--- config.mk ---
export PLATFORM = sky130hd
export DESIGN_NAME = card_deploy_ctrl
export DESIGN_NICKNAME = d
export VERILOG_FILES = /design/src/rtl/clash_pkg.sv /design/src/rtl/card_queue.sv /design/src/rtl/card_deploy_ctrl.sv
export SDC_FILE = /design/constraint.sdc
export NUM_CORES = 1
export LEC_CHECK = 0
export BUFFER_PORTS_ARGS = -buffer_cell sky130_fd_sc_hd__buf_2
export CAP_MARGIN = 20
export CELL_PAD_IN_SITES_DETAIL_PLACEMENT = 1
export CELL_PAD_IN_SITES_GLOBAL_PLACEMENT = 2
export CORE_MARGIN = 2
export CORE_UTILIZATION = 35
export DETAILED_ROUTE_END_ITERATION = 8
export GPL_ROUTABILITY_DRIVEN = 0
export PLACE_DENSITY = 0.75
export SLEW_MARGIN = 10
export SYNTH_ARGS = -nofsm -noshare
export SYNTH_HDL_FRONTEND = slang
export SYNTH_SLANG_ARGS = --single-unit
--- constraint.sdc ---
create_clock -name clk -period 3.4 [get_ports clk]
set_clock_uncertainty 0.15 [all_clocks]
set_input_delay 0.51 -clock clk [delete_from_list [all_inputs] [get_ports clk]]
set_output_delay 0.51 -clock clk [all_outputs]
set_load 0.02 [all_outputs]
--- src/rtl/clash_pkg.sv ---
// Shared card, state and keycode definitions for the card deployment path.
package clash_pkg;

   typedef enum logic [2:0] {
      KNIGHT, ARCHER, GIANT, MUSKETEER, MINION, GOBLIN, PEKKA, SKELETON
   } card_t;

   typedef enum logic [2:0] {
      S_IDLE, S_ARMED, S_SPEND, S_SPAWN, S_LOCKOUT
   } state_t;

   localparam logic [7:0] KEY_SLOT0  = 8'h1E;
   localparam logic [7:0] KEY_SLOT3  = 8'h21;
   localparam logic [7:0] KEY_LEFT   = 8'h04;
   localparam logic [7:0] KEY_RIGHT  = 8'h07;
   localparam logic [7:0] KEY_DEPLOY = 8'h28;
   localparam logic [7:0] KEY_CANCEL = 8'h29;

   function automatic logic [2:0] cost(input card_t c);
      case (c)
         KNIGHT:    cost = 3'd3;
         ARCHER:    cost = 3'd3;
         GIANT:     cost = 3'd5;
         MUSKETEER: cost = 3'd4;
         MINION:    cost = 3'd3;
         GOBLIN:    cost = 3'd2;
         PEKKA:     cost = 3'd7;
         default:   cost = 3'd1;
      endcase
   endfunction

endpackage

--- src/rtl/card_queue.sv ---
// Four-entry rotation queue of cards waiting to enter the hand; always full.
module card_queue
   import clash_pkg::*;
(
   input  logic       clk,
   input  logic       reset,
   input  logic       rotate,
   input  logic [2:0] push_card,
   output logic [2:0] head_card
);

   card_t      entries [4];
   logic [1:0] head;
   logic [1:0] tail;

   // The queue never drains, so the pushed card lands in the slot just popped.
   always_ff @(posedge clk) begin
      if (reset) begin
         entries[0] <= MINION;
         entries[1] <= GOBLIN;
         entries[2] <= PEKKA;
         entries[3] <= SKELETON;
         head       <= '0;
         tail       <= '0;
      end else if (rotate) begin
         entries[tail] <= card_t'(push_card);
         head          <= head + 2'd1;
         tail          <= tail + 2'd1;
      end
   end

   assign head_card = entries[head];

endmodule

--- src/rtl/card_deploy_ctrl.sv ---
// Keyboard-driven card deploy controller: arms a hand slot, spends elixir,
// hands a spawn request to the troop manager, then rotates the hand.
module card_deploy_ctrl
   import clash_pkg::*;
#(
   parameter int unsigned SPEND_SCALE = 3,
   parameter int unsigned LOCKOUT_CYC = 64,
   parameter int unsigned N_HAND      = 4
) (
   input  logic       clk,
   input  logic       reset,
   input  logic       game_active,
   input  logic [7:0] keycode,
   input  logic [4:0] elixir_level,
   output logic [4:0] spend_units,
   output logic       spawn_valid,
   input  logic       spawn_ready,
   output logic [2:0] spawn_card,
   output logic       spawn_lane,
   output logic [2:0] hand_card [N_HAND],
   output logic       sel_valid,
   output logic [1:0] sel_slot,
   output logic       no_elixir,
   output logic       busy
);

   localparam int unsigned CW = $clog2(LOCKOUT_CYC + 1);

   state_t        state, state_n;
   card_t         hand [N_HAND];
   logic [7:0]    keycode_q;
   logic [1:0]    slot, slot_n;
   logic          lane, lane_n;
   card_t         spawn_card_r;
   logic          spawn_lane_r;
   logic [CW-1:0] cnt;
   logic          no_elixir_r;
   logic          refuse, rotate;
   logic [2:0]    q_head;

   logic       rst;
   logic       key_evt, is_slot;
   logic [1:0] key_slot;
   card_t      cur_card;
   logic [2:0] cur_cost;

   assign rst      = reset | ~game_active;
   assign key_evt  = (keycode != 8'h00) && (keycode != keycode_q);
   assign is_slot  = key_evt && (keycode >= KEY_SLOT0) && (keycode <= KEY_SLOT3);
   // 0x1E..0x21 have low bits 2,3,0,1; adding 2 maps them onto slots 0..3.
   assign key_slot = keycode[1:0] + 2'd2;
   assign cur_card = hand[slot];
   assign cur_cost = cost(cur_card);

   card_queue u_queue (
      .clk       (clk),
      .reset     (rst),
      .rotate    (rotate),
      .push_card (cur_card),
      .head_card (q_head)
   );

   always_comb begin
      state_n = state;
      slot_n  = slot;
      lane_n  = lane;
      refuse  = 1'b0;
      rotate  = 1'b0;
      case (state)
         S_IDLE: begin
            if (is_slot) begin
               state_n = S_ARMED;
               slot_n  = key_slot;
               lane_n  = 1'b0;
            end
         end
         S_ARMED: begin
            if (is_slot) slot_n = key_slot;
            else if (key_evt && keycode == KEY_LEFT)   lane_n  = 1'b0;
            else if (key_evt && keycode == KEY_RIGHT)  lane_n  = 1'b1;
            else if (key_evt && keycode == KEY_CANCEL) state_n = S_IDLE;
            else if (key_evt && keycode == KEY_DEPLOY) begin
               if (elixir_level >= {2'b00, cur_cost}) state_n = S_SPEND;
               else                                   refuse  = 1'b1;
            end
         end
         S_SPEND: state_n = S_SPAWN;
         S_SPAWN: begin
            if (spawn_ready) begin
               rotate  = 1'b1;
               state_n = S_LOCKOUT;
            end
         end
         // Leave as the counter reaches zero so busy spans LOCKOUT_CYC cycles from SPEND.
         S_LOCKOUT: if (cnt <= CW'(1)) state_n = S_IDLE;
         default: state_n = S_IDLE;
      endcase
   end

   always_ff @(posedge clk) begin
      keycode_q <= keycode;
      if (rst) begin
         state        <= S_IDLE;
         slot         <= '0;
         lane         <= 1'b0;
         spawn_card_r <= KNIGHT;
         spawn_lane_r <= 1'b0;
         cnt          <= '0;
         no_elixir_r  <= 1'b0;
         for (int unsigned i = 0; i < N_HAND; i++) hand[i] <= card_t'(3'(i));
      end else begin
         state       <= state_n;
         slot        <= slot_n;
         lane        <= lane_n;
         no_elixir_r <= refuse;
         if (state == S_SPEND) begin
            spawn_card_r <= cur_card;
            spawn_lane_r <= lane;
            cnt          <= CW'(LOCKOUT_CYC - 1);
         end else if (cnt != '0) begin
            cnt <= cnt - CW'(1);
         end
         if (rotate) hand[slot] <= card_t'(q_head);
      end
   end

   always_comb begin
      for (int unsigned i = 0; i < N_HAND; i++) hand_card[i] = hand[i];
   end

   assign spend_units = (state == S_SPEND) ? 5'({2'b00, cur_cost} * 5'(SPEND_SCALE)) : '0;
   assign spawn_valid = (state == S_SPAWN);
   assign spawn_card  = spawn_card_r;
   assign spawn_lane  = spawn_lane_r;
   assign sel_valid   = (state != S_IDLE);
   assign sel_slot    = slot;
   assign no_elixir   = no_elixir_r;
   assign busy        = (state == S_SPEND) || (state == S_SPAWN) || (state == S_LOCKOUT);

endmodule

; Yosys cells after proc, flatten, opt, wreduce, memory -nomap -nowiden
; Memories as Yosys holds them, arrays and structs flattened. A register that Yosys moved wholly into a read port is not among the register bits.
; Cells that the tools add are included.
[word_totals]
regBits = 30
latch_bits = 0
mem_bits_rw = 24
mem_bits_ro = 0
input_bits = 17
output_inout_bits = 27
mem_count = 2
[op_classes]
n_addsub = 4
n_mul = 1
div = 0
magnitude_cmp = 4
n_eq_ne = 24
shift = 0
muxes = 37
n_bitwise = 4
reduce_logical = 25
[mem_list]
columns = memory, words, width, read_ports, rd_ports_with_merged_regs, wr, line
row1 = hand, 4, 3, 5, 1, 4, card_deploy_ctrl.sv:30  ; card_t hand [N_HAND];
row2 = u_queue.entries, 4, 3, 1, 1, 4, card_queue.sv:12  ; card_t entries [4];
[ops]
columns = op, count
row1 = $mux W3, 11
row2 = $pmux W3 S5, 2
row3 = $eq A8 B3 Y1 const B, 2
row4 = $eq A8 B6 Y1 const B, 2
row5 = $mux W1, 14
row6 = $eq A3 B2 Y1 const B, 4
row7 = $eq A3 B3 Y1 const B, 4
row8 = $mux W2, 6
row9 = $mux W6, 2
row10 = $ne A2 B2 Y1 const B, 5
row11 = $ne A3 B3 Y1 const B, 3
row12 = $reduce_or A3 Y1, 3
row13 = $ge A8 B5 Y1 const B, 1
row14 = $le A8 B6 Y1 const B, 1
row15 = $ne A8 B8 Y1, 1
row16 = $reduce_and A8 Y1, 1
row17 = $reduce_bool A8 Y1, 1
row18 = $le A7 B1 Y1 const B, 1
row19 = $logic_and A1 B1 Y1, 7
row20 = $reduce_bool A7 Y1, 1
row21 = $reduce_or A7 Y1, 1
row22 = $sub A7 B1 Y7 const B, 1
row23 = $eq A3 B1 Y1 const B, 2
row24 = $logic_not A3 Y1, 2
row25 = 15 further kinds, 21

; Depth between registers and ports, before layout
[logic_depth]
ltp_word = 11
depth_mapped = 11
depth_no_buf = 10

; Hierarchy
; Synthesis repeated with hierarchy kept, for this count alone.
[unflattened]
cells_unflattened = 266
hier_area_um2 = 2792.7
[modules_own_cells]
columns = mod, n_inst, cells_each, area_each_um2, seq_area_each_um2
row1 = card_deploy_ctrl, 1, 210, 1983.2, 920.9
row2 = card_queue, 1, 56, 809.5, 480.5

; Least setup slack after synthesis
; No wires, ideal clock.
[synth_path]
kind = reg2out
from = register with a tool-made name
to = output port spend_units[2]
t_arrival_ns = 2.495
required_time_ns = 2.740
setup_slack_ns = 0.245
path_stages_with_launch = 9
n_path_buf = 1
path_cell_list = dfxtp_1 clkbuf_1 mux4_2 and2_1 nand2b_1 inv_1 ha_1 or3_1 a21oi_1
[synth_lines]
columns = item, line
row1 = end: declaration, card_deploy_ctrl.sv:15  ; output logic [4:0] spend_units,

==> flow_summary.yaml <==
run_status:
  status: "complete, no violations"
clock_tree:
  clk_pin_slew_ns: 0.07
  clk_path_buf_depth: 2
  clk_latency_ns: 0.34
  postCtsHoldBufs: 0
  cts_buffers: 9
  cts_tree: "done"
  cts_root_buf: "clkbuf_8"
  htree_num_levels: 3
  cts_sinks: 58
power:
  ir_drop_uv: 234
  power_per_cell_area_mw_per_mm2: 506
  leakagePower_uw: 0.00125
synth:
  yosysSeqAreaShare_pct: 51.1
  synth_fa_ha_area_share_pct: 2.74
  ys.warnings.count: 0
  synth_compound_area_share_pct: 9.17
  synthCells: 272
  ys_ff_latch: 58
  ys.flop_type: "dfxtp_1"
  synth_xor_area_share_pct: 5.43
  synth_cell_types: 40
  synthMuxAreaShare_pct: 7.39
  synth_top_area_share_pct: 26.3
  synth_area_leader_cell: "edfxtp_1"
  ys_top_cells_by_area: "edfxtp_1 (26%), dfxtp_1 (25%), nand2_1 (4.1%), xor2_1 (3.8%), a21oi_1 (3.3%)"
  avgSynthCellArea_um2: 10.1
  synth_top_family_by_area: "simple AND/OR/NAND/NOR gates"
  async_reset_ff_share_pct: 0
  synth-simple-area-share_pct: 21.5
  synth_edf_count: 24
  syn_area_mm2: 0.00274
  synth_nets: 295
drt:
  drtAntennaViolNets: 0
  drt-initial-drc-count: 86
  vias: 2092
  wl_um: 6810
  first_pass_iters: 4
  routed_via_density: 4.88
  drc: 0
  wl_per_cell_um: 15.9
floorplanning:
  dieArea_mm2: 0.00856
  initial_core_util_pct: 35.8
  io_pins: 44
  die_y_um: 92.5
  coreArea_mm2: 0.00765
  std_cell_rows: 32
  die_w_um: 92.5
setup_path:
  rr_worst_depth: 10
  critPathLaunchType: "flop"
  regToRegEndpoint: "state[1]"
  path_class: "reg -> out"
  crit_arrival_ns: 2.64
  required_ns: 2.74
  rr_startpoint: "hand[3][2]"
  cp-end-kind: "primary output"
  rrSetupSlack_ns: 0.49
  cp_max_fo: 4
min_path:
  min_path_cells: 1
  hp-start: "keycode[6]"
  min_path_type: "in -> reg"
  min_to: "keycode_q[6]"
sta:
  final-setup-viol-count: 0
  hold_viol: 0
  fin_crit_sh_pct: 97.0
  tns_ns: 0
  drv_slew: 0
  worst-slew-pin-transition_ns: 0.710
  layout_setup_ws_ns: 0.103
  slew-limit-headroom_pct: 51.3
  post-route-min-period_ns: 3.30
  timing.hold.ws_ns: 0.161
  max_freq_mhz: 303
global_route:
  grt_pass1_vias: 2167
  grt_usage_pct: 17.3
  grt_pass1_wl_um: 11200
  overflow: 0
  grt_max_degree: 17
  antenna_found_initial: 0
placed_design:
  hpwl_um: 4980
  numPortBuffers: 43
  pre_cts_slack_ns: 0.253
  placed_cell_area_mm2: 0.00306
final_layout:
  final_nets: 345
  seq_area_mm2: 0.00140
  multi_input_area_mm2: 0.00130
  design_area_mm2: 0.00333
  diodes: 0
  drive_gt1_share_pct: 24.5
  n_fill_cell: 882
  synthToLayoutAreaGrowth_pct: 21.5
  fin_util_pct: 43.6
run:
  maxCapViolCount: 0
cell type report:
type	instances	area share, %
Timing Repair Buffer	51	8.45
Clock buffer	13	4.77
Sequential cell	58	42.1
Tap cell	102	3.83
Multi-Input combinational cell	195	38.9
Inverter	7	0.789
Clock inverter	3	1.16
cell usage in the layout, fill, tap and decap left out, drive strengths merged, types with 2 or more instances in the layout:
master / Yosys / routed
buf: 2 / 51
dfxtp: 34 / 34
nand2: 30 / 30
nor2: 24 / 24
edfxtp: 24 / 24
a21oi: 18 / 18
clkbuf: 10 / 13
xor2: 12 / 12
o21ai: 11 / 11
nor3: 10 / 10
or3: 10 / 10
nand2b: 10 / 10
and2: 10 / 10
mux2i: 9 / 9
inv: 7 / 7
ha: 6 / 6
xnor2: 5 / 5
mux4: 4 / 4
nor4: 4 / 4
and3: 3 / 3
nand3: 3 / 3
a31oi: 3 / 3
mux2: 2 / 2
nor2b: 2 / 2
nor3b: 2 / 2
or3b: 2 / 2
nand3b: 2 / 2
or2: 2 / 2
clkinv: 0 / 2
state kept, by name (all words and copies together) (netlist names), 2 cells and up, named ones only:
| signal | count |
|---|---|
| u_queue.entries | 12 |
| keycode_q | 8 |
| sel_slot | 2 |
| state | 3 |
| hand | 12 |
| cnt | 7 |
| u_queue.head | 2 |
| spawn_card | 3 |
| u_queue.tail | 2 |
repair_timing:
item,4_1_cts,5_1_grt
pin swaps,0,1
endpoints found under the setup margin,1,1
resized for setup,3,6
setup buffers,4,1
layer usage:
metal	GRT usage (%)	routed length, µm	up-vias	share of wire [%]
met5	0	0	-	0
met4	7.21	123	0	1.8
met3	4.23	320	10	4.7
met2	26.8	3120	42	46
met1	23.2	3240	978	48
li1	-	-	1062	-
synth_stat cells (2+ instances only):
library cell / number
clkbuf_1: 10
inv_1: 7
and2_1: 10
o21ai_0: 11
a21oi_1: 18
nor3_1: 10
mux4_2: 4
xnor2_1: 5
or3b_1: 2
nand3b_1: 2
or3_1: 10
and3_1: 3
nand2_1: 30
mux2i_1: 9
nand3_1: 3
edfxtp_1: 24
nor3b_1: 2
dfxtp_1: 34
nand2b_1: 10
xor2_1: 12
mux2_2: 2
nor2b_1: 2
nor2_1: 24
a31oi_1: 3
buf_2: 2
nor4_1: 4
ha_1: 6
where the power goes:
group          leakage (µW)  internal (µW)  switching [µW]  total [µW]
registers          0.000500            753            23.3         777
clock network      0.000101            375             268         644
logic              0.000644            111             153         264
critical path: stages (launching register included):
cell and delay, ns:
edfxtp_1 0.40, mux4_2 0.57, and2_4 0.19, nand2b_4 0.14, inv_1 0.08, ha_1 0.23
or3_4 0.40, a21oi_4 0.14, buf_6 0.14
cell families (layout without fill, tap and decap cells):
family          count (synthesis)  count (layout)
mux                            15              15
simple gates                  116             116
compound gates                 41              41
xor+xnor                       17              17
fa+ha+maj                       6               6
buf+inv                        19              74
flops                          58              58
through the flow:
stage,power [µW],instances
after floorplan,981,272
after global placement,1040,408
after detailed placement,1050,408
after CTS,1700,428
after global routing,1780,429
final,1680,429
how the worst max path moves through the flow:
| stage | startpoint | to | slack, ns | cells after the start |
|---|---|---|---|---|
| finish | hand[3][2] | spend_units[2] | 0.10 | 8 |
| global route | flop | spend_units[2] | -0.005 | 8 |
| CTS | hand[1][2] | spend_units[2] | 0.006 | 8 |
| detailed placement | hand[3][2] | spend_units[2] | 0.25 | 8 |
| global placement | flop | spend_units[2] | 0.31 | 8 |
| floorplan | flop | spend_units[2] | 0.25 | 8 |
No activity file was read; power rests on OpenSTA's default activity.
